`config.mk`:
```
export PLATFORM = sky130hd
export DESIGN_NAME = layer_norm_stats
export DESIGN_NICKNAME = d
export VERILOG_FILES = /design/src/rtl/layer_norm_stats.sv
export SDC_FILE = /design/constraint.sdc
export NUM_CORES = 2
export LEC_CHECK = 0
export BUFFER_PORTS_ARGS = -buffer_cell sky130_fd_sc_hd__buf_2
export CORE_MARGIN = 5
export CORE_UTILIZATION = 40
export DETAILED_ROUTE_END_ITERATION = 10
export PLACE_DENSITY_LB_ADDON = 0.1
export SYNTH_ARGS = -nofsm -noshare
export SYNTH_HDL_FRONTEND = slang
export SYNTH_SLANG_ARGS = --single-unit
```
`constraint.sdc`:
```
create_clock -name clk -period 9 [get_ports clk]
set_input_delay 0.9 -clock clk [delete_from_list [all_inputs] [get_ports clk]]
set_output_delay 0.9 -clock clk [all_outputs]
set_load 0.02 [all_outputs]
```
`src/rtl/layer_norm_stats.sv`:
```
// Row statistics for LayerNorm: accumulates one row, then produces the rounded mean and
// 1/sqrt(var + eps) using a bit-serial restoring square root followed by a restoring divide.
module layer_norm_stats #(
   parameter int unsigned X_WIDTH       = 16,
   parameter int unsigned X_FRAC        = 10,
   parameter int unsigned LOG2_N        = 6,
   parameter int unsigned MU_WIDTH      = 24,
   parameter int unsigned INV_STD_WIDTH = 24,
   parameter int unsigned INV_STD_FRAC  = 14,
   parameter int unsigned EPS           = 11
) (
   input  logic                            clk,
   input  logic                            rst_n,
   input  logic                            flush,
   input  logic                            x_valid,
   input  logic signed [X_WIDTH-1:0]       x_in,
   output logic                            x_ready,
   output logic                            stats_valid,
   output logic signed [MU_WIDTH-1:0]      mu_out,
   output logic signed [INV_STD_WIDTH-1:0] inv_std_out,
   output logic                            busy
);

   localparam int unsigned SUM_W  = X_WIDTH + LOG2_N;
   localparam int unsigned SQ_W   = 2 * X_WIDTH + LOG2_N;
   localparam int unsigned RAD_W  = 2 * X_WIDTH;
   localparam int unsigned REM_W  = X_WIDTH + 3;
   localparam int unsigned DIV_W  = INV_STD_FRAC + X_FRAC + 1;
   localparam int unsigned DREM_W = X_WIDTH + 1;
   localparam int unsigned ITER_W = $clog2(DIV_W);
   localparam int unsigned RND    = 1 << (LOG2_N - 1);

   localparam logic [DIV_W-1:0]  DIV_TOP   = {1'b1, {(DIV_W-1){1'b0}}};
   localparam logic [DIV_W-1:0]  INV_MAX   = DIV_W'({(INV_STD_WIDTH-1){1'b1}});
   localparam logic [ITER_W-1:0] SQRT_LAST = ITER_W'(X_WIDTH - 1);
   localparam logic [ITER_W-1:0] DIV_LAST  = ITER_W'(DIV_W - 1);

   typedef enum logic [1:0] {StAccum, StMean, StSqrt, StDiv} state_e;

   state_e                    state_q, state_d;
   logic signed [SUM_W-1:0]   sum_q;
   logic [SQ_W-1:0]           sumsq_q;
   logic [LOG2_N-1:0]         cnt_q;
   logic [ITER_W-1:0]         iter_q;
   logic signed [X_WIDTH-1:0] mu_q;
   logic [RAD_W-1:0]          rad_q;
   logic [REM_W-1:0]          rem_q;
   logic [X_WIDTH-1:0]        root_q;
   logic [DREM_W-1:0]         drem_q;
   logic [DIV_W-1:0]          dnum_q;
   logic [DIV_W-1:0]          quo_q;

   logic                        xfer;
   logic signed [2*X_WIDTH-1:0] x_sq;
   logic signed [SUM_W-1:0]     sum_rnd;
   logic signed [X_WIDTH-1:0]   mean;
   logic signed [2*X_WIDTH-1:0] mean_sq;
   logic [RAD_W-1:0]            msq;
   logic signed [RAD_W:0]       diff;
   logic [RAD_W-1:0]            var_c;
   logic [RAD_W-1:0]            rad;
   logic [REM_W-1:0]            rem_sh, trial, rem_nxt;
   logic                        sq_ge;
   logic [X_WIDTH-1:0]          root_nxt;
   logic [DREM_W-1:0]           drem_sh, divisor, drem_nxt;
   logic                        dv_ge;
   logic [DIV_W-1:0]            quo_nxt, inv_sat;

   assign xfer = x_valid & x_ready;
   assign x_sq = x_in * x_in;

   // Mean with round-half-up, then var = E[x^2] - mu^2 in Q.20, clamped at zero.
   assign sum_rnd = sum_q + SUM_W'(RND);
   assign mean    = X_WIDTH'(sum_rnd >>> LOG2_N);
   assign mean_sq = mean * mean;
   assign msq     = RAD_W'(sumsq_q >> LOG2_N);
   assign diff    = $signed({1'b0, msq}) - $signed({1'b0, $unsigned(mean_sq)});
   assign var_c   = diff[RAD_W] ? '0 : diff[RAD_W-1:0];
   assign rad     = var_c + RAD_W'(EPS);

   // One root bit per cycle: bring down two radicand bits, try subtracting 4r+1.
   assign rem_sh   = REM_W'({rem_q, rad_q[RAD_W-1 -: 2]});
   assign trial    = REM_W'({root_q, 2'b01});
   assign sq_ge    = rem_sh >= trial;
   assign rem_nxt  = sq_ge ? rem_sh - trial : rem_sh;
   assign root_nxt = X_WIDTH'({root_q, sq_ge});

   assign drem_sh  = DREM_W'({drem_q, dnum_q[DIV_W-1]});
   assign divisor  = {1'b0, root_q};
   assign dv_ge    = drem_sh >= divisor;
   assign drem_nxt = dv_ge ? drem_sh - divisor : drem_sh;
   assign quo_nxt  = DIV_W'({quo_q, dv_ge});
   assign inv_sat  = (root_q == '0 || quo_nxt > INV_MAX) ? INV_MAX : quo_nxt;

   always_ff @(posedge clk or negedge rst_n) begin
      if (!rst_n) state_q <= StAccum;
      else        state_q <= state_d;
   end

   always_comb begin
      state_d = state_q;
      if (flush) begin
         state_d = StAccum;
      end else begin
         unique case (state_q)
            StAccum: if (xfer && cnt_q == {LOG2_N{1'b1}}) state_d = StMean;
            StMean:  state_d = StSqrt;
            StSqrt:  if (iter_q == SQRT_LAST) state_d = StDiv;
            StDiv:   if (iter_q == DIV_LAST) state_d = StAccum;
            default: state_d = StAccum;
         endcase
      end
   end

   always_comb begin
      x_ready = 1'b0;
      busy    = 1'b0;
      if (state_q == StAccum) x_ready = 1'b1;
      else                    busy    = 1'b1;
   end

   always_ff @(posedge clk or negedge rst_n) begin
      if (!rst_n) begin
         sum_q       <= '0;
         sumsq_q     <= '0;
         cnt_q       <= '0;
         iter_q      <= '0;
         mu_q        <= '0;
         rad_q       <= '0;
         rem_q       <= '0;
         root_q      <= '0;
         drem_q      <= '0;
         dnum_q      <= '0;
         quo_q       <= '0;
         stats_valid <= 1'b0;
         mu_out      <= '0;
         inv_std_out <= '0;
      end else begin
         stats_valid <= 1'b0;
         if (flush) begin
            sum_q   <= '0;
            sumsq_q <= '0;
            cnt_q   <= '0;
            iter_q  <= '0;
         end else begin
            unique case (state_q)
               StAccum: begin
                  if (xfer) begin
                     sum_q   <= sum_q + {{LOG2_N{x_in[X_WIDTH-1]}}, x_in};
                     sumsq_q <= sumsq_q + SQ_W'($unsigned(x_sq));
                     cnt_q   <= cnt_q + 1'b1;
                  end
               end
               StMean: begin
                  mu_q    <= mean;
                  rad_q   <= rad;
                  rem_q   <= '0;
                  root_q  <= '0;
                  iter_q  <= '0;
                  sum_q   <= '0;
                  sumsq_q <= '0;
                  cnt_q   <= '0;
               end
               StSqrt: begin
                  rad_q  <= rad_q << 2;
                  rem_q  <= rem_nxt;
                  root_q <= root_nxt;
                  if (iter_q == SQRT_LAST) begin
                     iter_q <= '0;
                     drem_q <= '0;
                     dnum_q <= DIV_TOP;
                     quo_q  <= '0;
                  end else begin
                     iter_q <= iter_q + 1'b1;
                  end
               end
               StDiv: begin
                  dnum_q <= dnum_q << 1;
                  drem_q <= drem_nxt;
                  quo_q  <= quo_nxt;
                  if (iter_q == DIV_LAST) begin
                     iter_q      <= '0;
                     mu_out      <= {{(MU_WIDTH-X_WIDTH){mu_q[X_WIDTH-1]}}, mu_q};
                     inv_std_out <= INV_STD_WIDTH'(inv_sat);
                     stats_valid <= 1'b1;
                  end else begin
                     iter_q <= iter_q + 1'b1;
                  end
               end
               default: ;
            endcase
         end
      end
   end

endmodule

```
==> flow_summary.html <==
<table>
<tr><th>Metric</th><th>Value</th></tr>
<tr><th colspan="2">Outcome</th></tr>
<tr><td>Run status</td><td>finished, violations left</td></tr>
<tr><td>Failing checks</td><td>negative setup slack</td></tr>
<tr><th colspan="2">Critical path</th></tr>
<tr><td>Required arrival time at the worst endpoint</td><td>9.52 ns</td></tr>
<tr><td>Beginning of the worst register-to-register path</td><td>sum_q[10]</td></tr>
<tr><td>Crit start category</td><td>flop</td></tr>
<tr><td>Critical setup path kind</td><td>reg -&gt; reg</td></tr>
<tr><td>Critical path data arrival time</td><td>9.58 ns</td></tr>
<tr><td>Capturing element type of the critical path</td><td>flop</td></tr>
<tr><td>Worst path buffer plus inverter count</td><td>8</td></tr>
<tr><td>Peak per-stage delay on the critical path</td><td>0.61 ns</td></tr>
<tr><td>Setup crit start</td><td>sum_q[10]</td></tr>
<tr><td>Crit path max fanout</td><td>8</td></tr>
<tr><td>Cell class contributing the biggest share of worst-path delay</td><td>adder cells</td></tr>
<tr><td>Slowest-stage cell, CP</td><td>sky130_fd_sc_hd__fa_2</td></tr>
<tr><th colspan="2">Synth</th></tr>
<tr><td>Most common cell in the netlist</td><td>sky130_fd_sc_hd__inv_1</td></tr>
<tr><td>Cell type with the largest total area after synthesis</td><td>sky130_fd_sc_hd__fa_1</td></tr>
<tr><td>Portion of synthesized cell area occupied by the leading cell type</td><td>0.280</td></tr>
<tr><td>EDFF count, synth</td><td>0</td></tr>
<tr><td>Syn nets</td><td>around 4600</td></tr>
<tr><td>Synth area leaders</td><td>sky130_fd_sc_hd__fa_1 28%, sky130_fd_sc_hd__dfrtp_1 17%, sky130_fd_sc_hd__ha_1 11%</td></tr>
<tr><td>Synth cell types</td><td>100</td></tr>
<tr><td>Async S/R FF share, synth</td><td>1.00</td></tr>
<tr><td>Gate Count Post-Synth</td><td>roughly 3800</td></tr>
<tr><td>Flip-flop and latch count after synthesis</td><td>236</td></tr>
<tr><td>Most used standard cells in the synthesized netlist</td><td>732 x sky130_fd_sc_hd__inv_1, 478 x sky130_fd_sc_hd__fa_1, 365 x sky130_fd_sc_hd__nand2_1</td></tr>
<tr><td>YS warnings</td><td>0</td></tr>
<tr><td>Sequential cell area fraction in the yosys report</td><td>0.173</td></tr>
<tr><td>Flip-flop cell with the highest count after synthesis</td><td>sky130_fd_sc_hd__dfrtp_1</td></tr>
<tr><td>Mean instance size in the synthesized netlist</td><td>between 8 and 9 µm²</td></tr>
<tr><td>Total standard cell area after synthesis</td><td>~34000 µm²</td></tr>
<tr><th colspan="2">Cells and area</th></tr>
<tr><td>Layout fillers</td><td>~8200</td></tr>
<tr><td>Number of antenna diodes</td><td>0</td></tr>
<tr><td>Number of nets at the end of the flow</td><td>5029</td></tr>
<tr><td>Synthesis-to-finish area growth</td><td>20.3%</td></tr>
<tr><td>Post-layout utilization of the core</td><td>0.483</td></tr>
<tr><td>Sequential cell area</td><td>5910 µm²</td></tr>
<tr><td>Multi-input gate area in the final layout</td><td>between 20000 and 30000 µm²</td></tr>
<tr><td>Ratio of cells with drive above 1 in the final layout</td><td>0.197</td></tr>
<tr><th colspan="2">Clock tree</th></tr>
<tr><td>Buffers from clock root to sink, at most</td><td>3</td></tr>
<tr><td>Number of CTS-inserted buffers</td><td>29</td></tr>
<tr><td>Library cell used as clock root buffer</td><td>sky130_fd_sc_hd__clkbuf_16</td></tr>
<tr><td>Clock input transition at the sequential cells of the worst setup and hold paths</td><td>0.06 ns</td></tr>
<tr><td>CTS tree</td><td>yes</td></tr>
<tr><td>Sink Count</td><td>between 200 and 250</td></tr>
<tr><td>Clock insertion delay at the later pin of the skew report</td><td>around 0.60 ns</td></tr>
<tr><td>Level count of the clock H-tree</td><td>1</td></tr>
<tr><th colspan="2">Floorplanning</th></tr>
<tr><td>Die Footprint</td><td>91300 µm²</td></tr>
<tr><td>Die Span Y</td><td>302 µm</td></tr>
<tr><td>Starting utilization of the core area</td><td>0.402</td></tr>
<tr><td>Number of primary I/O pins</td><td>71</td></tr>
<tr><td>Number of rows in the core area</td><td>107</td></tr>
<tr><td>CORE AREA</td><td>about 85000 µm²</td></tr>
<tr><td>Chip width</td><td>just over 300 µm</td></tr>
<tr><th colspan="2">GRT</th></tr>
<tr><td>Largest net degree at the start of global routing</td><td>69</td></tr>
<tr><td>Global routing usage summed across all routing layers</td><td>0.198</td></tr>
<tr><td>Grt total ovfl</td><td>0</td></tr>
<tr><td>Wire length of the first global-routing pass</td><td>approximately 150 mm</td></tr>
<tr><td>Via count of the first global-routing pass</td><td>27538</td></tr>
<tr><td>Initial antenna violation count</td><td>5</td></tr>
<tr><th colspan="2">Detailed routing</th></tr>
<tr><td>DRC viols</td><td>0</td></tr>
<tr><td>Initial drt markers</td><td>1211</td></tr>
<tr><td>Total routed wirelength</td><td>between 80 and 90 mm</td></tr>
<tr><td>DR vias</td><td>26808</td></tr>
<tr><td>Average via count per standard cell</td><td>4.96</td></tr>
<tr><td>Antenna-violating nets left</td><td>0</td></tr>
<tr><td>DR WL/cell</td><td>16.5 µm</td></tr>
<tr><td>Iteration count of the initial detailed-routing pass</td><td>5</td></tr>
<tr><th colspan="2">Place</th></tr>
<tr><td>IO buf count</td><td>70</td></tr>
<tr><td>Post-DP HPWL</td><td>74.8 mm</td></tr>
<tr><td>Last weighted congestion value of the routability-driven placer</td><td>0.882</td></tr>
<tr><th colspan="2">Timing</th></tr>
<tr><td>Fraction of the cycle the final worst path needs</td><td>1.01</td></tr>
<tr><td>RSZ-0062 raised after global routing</td><td>yes</td></tr>
<tr><td>Slew of the pin with the lowest slew margin</td><td>between 1 and 1.5 ns</td></tr>
<tr><td>Worst relative slew slack</td><td>0.265</td></tr>
<tr><td>Clock period minus worst slack</td><td>9.06 ns</td></tr>
<tr><td>Finish-stage setup viols</td><td>4</td></tr>
<tr><td>Worst setup margin</td><td>-0.0573 ns</td></tr>
<tr><td>Highest clock rate</td><td>between 100 and 150 MHz</td></tr>
<tr><td>Final Hold Fails</td><td>0</td></tr>
<tr><td>Worst Skew</td><td>roughly 0.026 ns</td></tr>
<tr><td>Max-slew violations</td><td>0</td></tr>
<tr><th colspan="2">Worst hold path</th></tr>
<tr><td>Worst Hold Class</td><td>in -&gt; async</td></tr>
<tr><th colspan="2">Job</th></tr>
<tr><td>Max-cap violations</td><td>0</td></tr>
</table>
[per-stage QoR]
step	hold slack, ns	cells	cell area (µm²)	setup TNS, ns	setup slack (ns)
after detailed placement	0.471	5318	38800	-9.41	-0.486
after global placement	0.458	5318	38800	-6.80	-0.365
after floorplan	0.442	3819	34400	-0.338	-0.114
after global routing	0.260	5406	41100	-5.12	-0.421
final	0.251	5406	41100	-0.0885	-0.0573
after CTS	0.255	5390	40500	-0.0159	-0.0159
[final cells by class]
| class | instances | share of cell area |
|---|---|---|
| flip-flops and latches | 236 | 0.144 |
| clock inverters | 10 | 0.00235 |
| repair buffers | 519 | 0.0966 |
| well taps | 1144 | 0.0348 |
| multi-input cells | 2719 | 0.635 |
| inverters | 736 | 0.0676 |
| clock buffers | 42 | 0.0198 |
[cells in the final DEF, fill, tap and decap left out, drive strengths merged, types with 25 or more instances in the layout]
| master | instances |
|---|---|
| nand4 | 31 |
| o21bai | 28 |
| clkbuf | 43 |
| nand2b | 29 |
| and2 | 74 |
| nand2 | 365 |
| mux2i | 27 |
| nand3 | 85 |
| a21oi | 156 |
| ha | 290 |
| fa | 478 |
| a21o | 64 |
| o21a | 25 |
| nor2b | 26 |
| nor3 | 51 |
| xnor2 | 138 |
| nor2 | 222 |
| inv | 735 |
| buf | 518 |
| a22o | 34 |
| dfrtp | 236 |
| o21ai | 211 |
| xor2 | 70 |
[registers in the layout, summed over array words and instances (netlist names), 17 cells and up]
name and cells:
sum_q 22, rad_q 32, sumsq_q 38, rem_q 17, quo_q 24, inv_std_out 24
[path summary, 6_finish.rpt]
path                       cells after the start         to  slack, ns
setup reg to reg                              38  rad_q[28]      -0.06
hold reg to reg                                2    mu_q[3]       0.48
max in group asynchronous                      3  sum_q[16]       6.94
min in group clk                               2    mu_q[3]       0.48
setup / recovery                              38  rad_q[28]      -0.06
hold / removal                                 1  rem_q[13]       0.25
[per-layer routing]
layer	global-route usage	vias up	wire length (µm)	part of all wire
met5	0	-	50	0.00056
met4	0.0386	10	1870	0.021
met1	0.282	13175	42800	0.48
met2	0.331	275	41900	0.47
met3	0.0199	93	2430	0.027
li1	-	13255	-	-
[cell families after synthesis]
family | synth area share
flip-flops | 0.173
buffers and inverters | 0.0981
AO/OA/AOI/OAI | 0.140
XOR/XNOR | 0.0533
AND/OR/NAND/NOR | 0.133
adder cells (fa/ha/maj) | 0.386
multiplexers | 0.0159
[what timing repair did]
| action | 4_1_cts | 5_1_grt |
|---|---|---|
| setup endpoints to repair | 32 | 32 |
| resized for setup | 145 | 124 |
| gates cloned | 0 | 1 |
| setup buffers | 21 | 16 |
| hold buffers | 0 | 0 |
| pin swaps | 94 | 102 |
Power is not shown: default switching activity piles up to over one toggle a cycle in this logic, so the estimate is an artifact.
